===== src/rtl/ifetch_queue.sv =====
// Instruction-fetch sequencer: owns the fetch PC, reads one word per cycle from a
// combinational instruction memory, buffers {pc, instr, oob} entries and hands them
// to decode over valid/ready. A redirect flushes the queue and restarts fetch.
module ifetch_queue #(
    parameter int unsigned DEPTH      = 4,
    parameter logic [31:0] RESET_PC   = 32'h0000_0000,
    parameter int unsigned IMEM_WORDS = 16384
) (
    input  logic        clk,
    input  logic        rst_n,
    input  logic        fetch_en,
    output logic [31:0] imem_addr,
    input  logic [31:0] imem_instr,
    input  logic        redirect_valid,
    input  logic [31:0] redirect_pc,
    output logic        out_valid,
    input  logic        out_ready,
    output logic [31:0] out_instr,
    output logic [31:0] out_pc,
    output logic        out_oob,
    output logic        redirect_misaligned
);

    localparam int unsigned PTR_W = (DEPTH > 1) ? $clog2(DEPTH) : 1;
    localparam int unsigned CNT_W = PTR_W + 1;
    localparam logic [31:0] NOP   = 32'h0000_0013;

    typedef struct packed {
        logic [31:0] pc;
        logic [31:0] instr;
        logic        oob;
    } entry_t;

    entry_t             mem [DEPTH];
    logic [31:0]        fetch_pc;
    logic [PTR_W-1:0]   head;
    logic [PTR_W-1:0]   tail;
    logic [CNT_W-1:0]   count;

    logic               push;
    logic               pop;
    logic               fetch_oob;
    entry_t             head_entry;

    // Handshake decode and head-entry presentation; nothing depends on out_ready but pop.
    always_comb begin
        imem_addr  = fetch_pc;
        fetch_oob  = ({2'b00, fetch_pc[31:2]} >= IMEM_WORDS);
        out_valid  = (count != '0);
        pop        = out_valid & out_ready;
        push       = fetch_en & ~redirect_valid & ((count < CNT_W'(DEPTH)) | pop);
        head_entry = mem[head];
        out_instr  = NOP;
        out_pc     = 32'h0;
        out_oob    = 1'b0;
        if (out_valid) begin
            out_instr = head_entry.instr;
            out_pc    = head_entry.pc;
            out_oob   = head_entry.oob;
        end
    end

    // Entry storage; contents only matter below count, so no reset is needed.
    always_ff @(posedge clk) begin
        if (push) begin
            mem[tail] <= '{pc: fetch_pc, instr: imem_instr, oob: fetch_oob};
        end
    end

    // Fetch PC, pointers and occupancy; a redirect overrides push and pop.
    always_ff @(posedge clk or negedge rst_n) begin
        if (!rst_n) begin
            fetch_pc            <= RESET_PC;
            head                <= '0;
            tail                <= '0;
            count               <= '0;
            redirect_misaligned <= 1'b0;
        end else begin
            redirect_misaligned <= redirect_valid & (|redirect_pc[1:0]);
            if (redirect_valid) begin
                fetch_pc <= {redirect_pc[31:2], 2'b00};
                head     <= '0;
                tail     <= '0;
                count    <= '0;
            end else begin
                if (push) begin
                    tail     <= tail + PTR_W'(1);
                    fetch_pc <= fetch_pc + 32'd4;
                end
                if (pop) begin
                    head <= head + PTR_W'(1);
                end
                count <= count + CNT_W'(push) - CNT_W'(pop);
            end
        end
    end

endmodule


===== config.mk =====
export PLATFORM = sky130hd
export DESIGN_NAME = ifetch_queue
export DESIGN_NICKNAME = d
export VERILOG_FILES = /design/src/rtl/ifetch_queue.sv
export SDC_FILE = /design/constraint.sdc
export NUM_CORES = 1
export LEC_CHECK = 0
export BUFFER_PORTS_ARGS = -buffer_cell sky130_fd_sc_hd__buf_2
export CAP_MARGIN = 20
export CORE_MARGIN = 2
export CORE_UTILIZATION = 57
export DETAILED_ROUTE_END_ITERATION = 8
export PLACE_DENSITY_LB_ADDON = 0.1
export SYNTH_ARGS = -nofsm -noshare
export SYNTH_HDL_FRONTEND = slang
export SYNTH_SLANG_ARGS = --single-unit
export TNS_END_PERCENT = 20

===== constraint.sdc =====
create_clock -name clk -period 4.26 [get_ports clk]
set_clock_uncertainty 0.05 [all_clocks]
set_input_delay 0.639 -clock clk [delete_from_list [all_inputs] [get_ports clk]]
set_output_delay 0.639 -clock clk [all_outputs]
set_load 0.01 [all_outputs]

==> results.toml <==
[critical_path]
r2r_cells = 11
worstPathArrival_ns = 2.59
crit-reg2reg-capture = "count[2]$_DFF_PN0_"
critical_path_peak_fanout = 30
reg2reg_slack_ns = 1.70
worst_ep_required_time_ns = 3.57
worst_setup_path_start_kind = "register"
crit_path_end_kind = "primary output"
timing.setup.critical_path_class = "reg2out"
worst_r2r_startpoint = "count[2]$_DFF_PN0_"

[cts]
clkLatencyLatePin_ns = 0.53
cts_setup_buffers = 0
cts_max_path_buffers = 3
postCtsHoldBufs = 0
cts_buffers = 29
cts.reportedPaths.clkPinSlew_ns = 0.06
cts.root.buffer_cell = "sky130_fd_sc_hd__clkbuf_16"
tritoncts_num_sinks = 290
post_cts.resized_instances = 0
clock_tree_from_tritoncts = "yes"
clock_tree.htree_level_count = 1

[pwr]
peakVddDrop_mv = 0.323
power_leakage_nw = 5.00
power_density_nw_per_um2 = 576

[place]
gp_routability_congestion = 0.800
placement.io_buffers = 163
dp.final_hpwl_um = 15000
place_inst = 1106
detailed_place.area_um2 = 13000

[sta]
rsz_0062_raised_after_global_routing = "false"
highest_attainable_clock_frequency_mhz = 305
finalMaxSlewViolations = 0
finalHoldViolations = 0
finalCritPeriodShare_pct = 77.0
totalNegativeSetupSlack_ns = 0
worst_slew_pin_slew_ns = 0.996
number_of_endpoints_failing_setup_at_the_final_stage = 0
slew_headroom_pct = 33.6
final.min_clock_period_ns = 3.28

[synth]
synth_compound_area_share_pct = 2.79
synth_top_family_by_area = "multiplexers"
post_synth_inst_count = 702
synth.area.mux_share_pct = 11.9
sequential_cell_area_fraction_in_the_yosys_report_pct = 71.0
syn-mean-instance-area_um2 = 17.1
xor_and_xnor_area_share_after_synthesis_pct = 0.876
yosys_register_bits = 290
post_synth_instance_area_um2 = 12000
yosys.cell_types.count = 45
synth-warning-count = 0
synth_top_area_cell = "sky130_fd_sc_hd__edfxtp_1"
synthDominantCellAreaShare_pct = 63.1
synth_area_leaders = "sky130_fd_sc_hd__edfxtp_1 (63%), sky130_fd_sc_hd__mux4_2 (12%), sky130_fd_sc_hd__dfrtp_1 (7.9%)"
fraction_of_the_mapped_netlist_area_in_adder_cells_pct = 1.00
synth_simple_gate_area_share_pct = 10.3

[die]
floorplan.die_area_um2 = 22200
coreArea_um2 = 20800
die_height_um = 149
std_cell_rows = 53
floorplan.initialDensity_pct = 57.6
chipWidth_um = 149
io-pin-count = 168

[run]
timing.max_cap.violations = 0

[drt]
detail_route.wl_per_cell_um = 21.8
drt_wl_total_um = 25300
drtIter0Drc = 575
routed-via-count = 6887
route.detailed.drc = 0
route.detailed.vias_per_inst = 5.94
drtPass1Iterations = 5
detail-route-antenna-nets = 0

[global_routing]
grt_first_pass_wirelength_um = 39100
grt_pass1_vias = 6984
antenna_found_initial = 0
grt_start_max_net_pins = 65
global_route.usage.total_pct = 23.1
grt_remaining_overflow = 0

[status]
status = "finished clean"

[finish]
multiInputGateArea_um2 = 3250
final_layout_size_suffix_gt1_share_pct = 33.7
area_growth_syn_to_layout_pct = 17.8
final_cell_count_no_fill = 1160
layout.cells.most_common = "sky130_fd_sc_hd__edfxtp_1"
regArea_um2 = 8530
final_cell_mix = "sky130_fd_sc_hd__edfxtp_1 (252), sky130_fd_sc_hd__buf_2 (164), sky130_fd_sc_hd__and2_1 (64)"
layout.nets = 941
fillerInstances = 1423
design_area_um2 = 14100
insertedDiodeCount = 0

[min_path]
hold_path.class = "in2async"
-- how the worst max path moves through the flow --
stage | slack, ns | start | to | depth (start not counted)
after detailed placement | 1.34 | out_ready | count[2]$_DFF_PN0_ | 12
after CTS | 0.89 | head[0]$_DFFE_PN0P_ | out_pc[21] | 4
after global placement | 1.42 | out_ready | mem[1][10]$_DFFE_PP_ | 5
after global routing | 0.78 | head[0]$_DFFE_PN0P_ | out_pc[21] | 4
final | 0.98 | head[0]$_DFFE_PN0P_ | out_pc[28] | 4
after floorplan | 0.95 | out_ready | mem[0][0]$_DFFE_PP_ | 5
-- cells by family after synthesis --
logic type,Yosys count
flops,290
simple gates,220
mux,64
buf+inv,58
compound gates,48
xor+xnor,12
fa+ha+maj,9
other cells,1
-- per-stage QoR --
stage | worst slack (ns) | utilization, % | total power, W | hold slack [ns]
2_1_floorplan | 0.945 | - | 0.00469 | 0.293
3_3_place_gp | 1.42 | 62.7 | 0.00539 | 0.504
3_5_place_dp | 1.34 | 62.7 | 0.00541 | 0.520
4_1_cts | 0.889 | 67.8 | 0.00820 | 0.225
5_1_grt | 0.785 | 67.8 | 0.00849 | 0.254
6_report | 0.978 | 67.8 | 0.00813 | 0.221
-- worst max-delay path, stage by stage, from the launching register on --
cell and delay [ns]:
sky130_fd_sc_hd__dfrtp_4 0.83, sky130_fd_sc_hd__buf_4 0.37, sky130_fd_sc_hd__mux4_2 0.54, sky130_fd_sc_hd__and2_1 0.17, sky130_fd_sc_hd__buf_2 0.13
-- registers in the layout, indices dropped and copies added, names as in the netlist --
| register | flops |
|---|---|
| count | 3 |
| head | 2 |
| imem_addr | 30 |
| mem | 252 |
| redirect_misaligned | 1 |
| tail | 2 |
-- per-layer routing --
| layer | vias to the layer above | track usage (%) | wire length, um |
|---|---|---|---|
| met4 | 0 | 5.43 | 302 |
| met5 | - | 0 | 0 |
| met3 | 26 | 3.06 | 1770 |
| met2 | 293 | 37.8 | 12300 |
| li1 | 3073 | - | - |
| met1 | 3495 | 33.9 | 10900 |
-- cells in the mapped netlist --
| library cell | n |
|---|---|
| sky130_fd_sc_hd__a21oi_1 | 2 |
| sky130_fd_sc_hd__a221o_1 | 3 |
| sky130_fd_sc_hd__a22oi_1 | 5 |
| sky130_fd_sc_hd__a311o_1 | 2 |
| sky130_fd_sc_hd__a311oi_1 | 2 |
| sky130_fd_sc_hd__a31oi_1 | 9 |
| sky130_fd_sc_hd__and2_1 | 68 |
| sky130_fd_sc_hd__and3_1 | 5 |
| sky130_fd_sc_hd__and3_2 | 1 |
| sky130_fd_sc_hd__and4_1 | 1 |
| sky130_fd_sc_hd__buf_1 | 3 |
| sky130_fd_sc_hd__buf_2 | 6 |
| sky130_fd_sc_hd__buf_4 | 4 |
| sky130_fd_sc_hd__buf_6 | 1 |
| sky130_fd_sc_hd__clkbuf_1 | 29 |
| sky130_fd_sc_hd__conb_1 | 1 |
| sky130_fd_sc_hd__dfrtp_1 | 38 |
| sky130_fd_sc_hd__edfxtp_1 | 252 |
| sky130_fd_sc_hd__fa_1 | 1 |
| sky130_fd_sc_hd__ha_1 | 8 |
| sky130_fd_sc_hd__inv_1 | 15 |
| sky130_fd_sc_hd__mux2i_1 | 1 |
| sky130_fd_sc_hd__mux4_2 | 63 |
| sky130_fd_sc_hd__nand2_1 | 29 |
| sky130_fd_sc_hd__nand2b_1 | 1 |
| sky130_fd_sc_hd__nand3_1 | 25 |
| sky130_fd_sc_hd__nand3_2 | 1 |
| sky130_fd_sc_hd__nand3_4 | 1 |
| sky130_fd_sc_hd__nand4_1 | 15 |
| sky130_fd_sc_hd__nor2_1 | 29 |
| sky130_fd_sc_hd__nor2b_1 | 8 |
| sky130_fd_sc_hd__nor3_1 | 7 |
| sky130_fd_sc_hd__nor3b_1 | 2 |
| sky130_fd_sc_hd__nor4_1 | 10 |
| sky130_fd_sc_hd__o21ai_0 | 12 |
| sky130_fd_sc_hd__o311ai_0 | 4 |
| sky130_fd_sc_hd__o31ai_1 | 9 |
| sky130_fd_sc_hd__or2_1 | 1 |
| sky130_fd_sc_hd__or2_2 | 4 |
| sky130_fd_sc_hd__or3_1 | 1 |
| sky130_fd_sc_hd__or4_1 | 8 |
| sky130_fd_sc_hd__or4_4 | 1 |
| sky130_fd_sc_hd__or4b_2 | 2 |
| sky130_fd_sc_hd__xnor2_1 | 8 |
| sky130_fd_sc_hd__xor2_1 | 4 |
-- where the power goes --
| group | internal (W) | switching, W | total [W] |
|---|---|---|---|
| combinational | 0.000900 | 0.000903 | 0.00180 |
| clock | 0.00178 | 0.00103 | 0.00280 |
| sequential | 0.00328 | 0.000246 | 0.00352 |
| total | 0.00595 | 0.00218 | 0.00813 |
-- final cells by class --
class                      instances  share of cell area (%)
tap                              275                    2.44
inverter                          15                   0.399
sequential                       290                    60.4
clock inverter                    19                    2.10
timing repair buffer             170                    6.22
multi-input combinational        357                    23.0
clock buffer                      34                    5.48
Power figures use the tool's default switching activity.
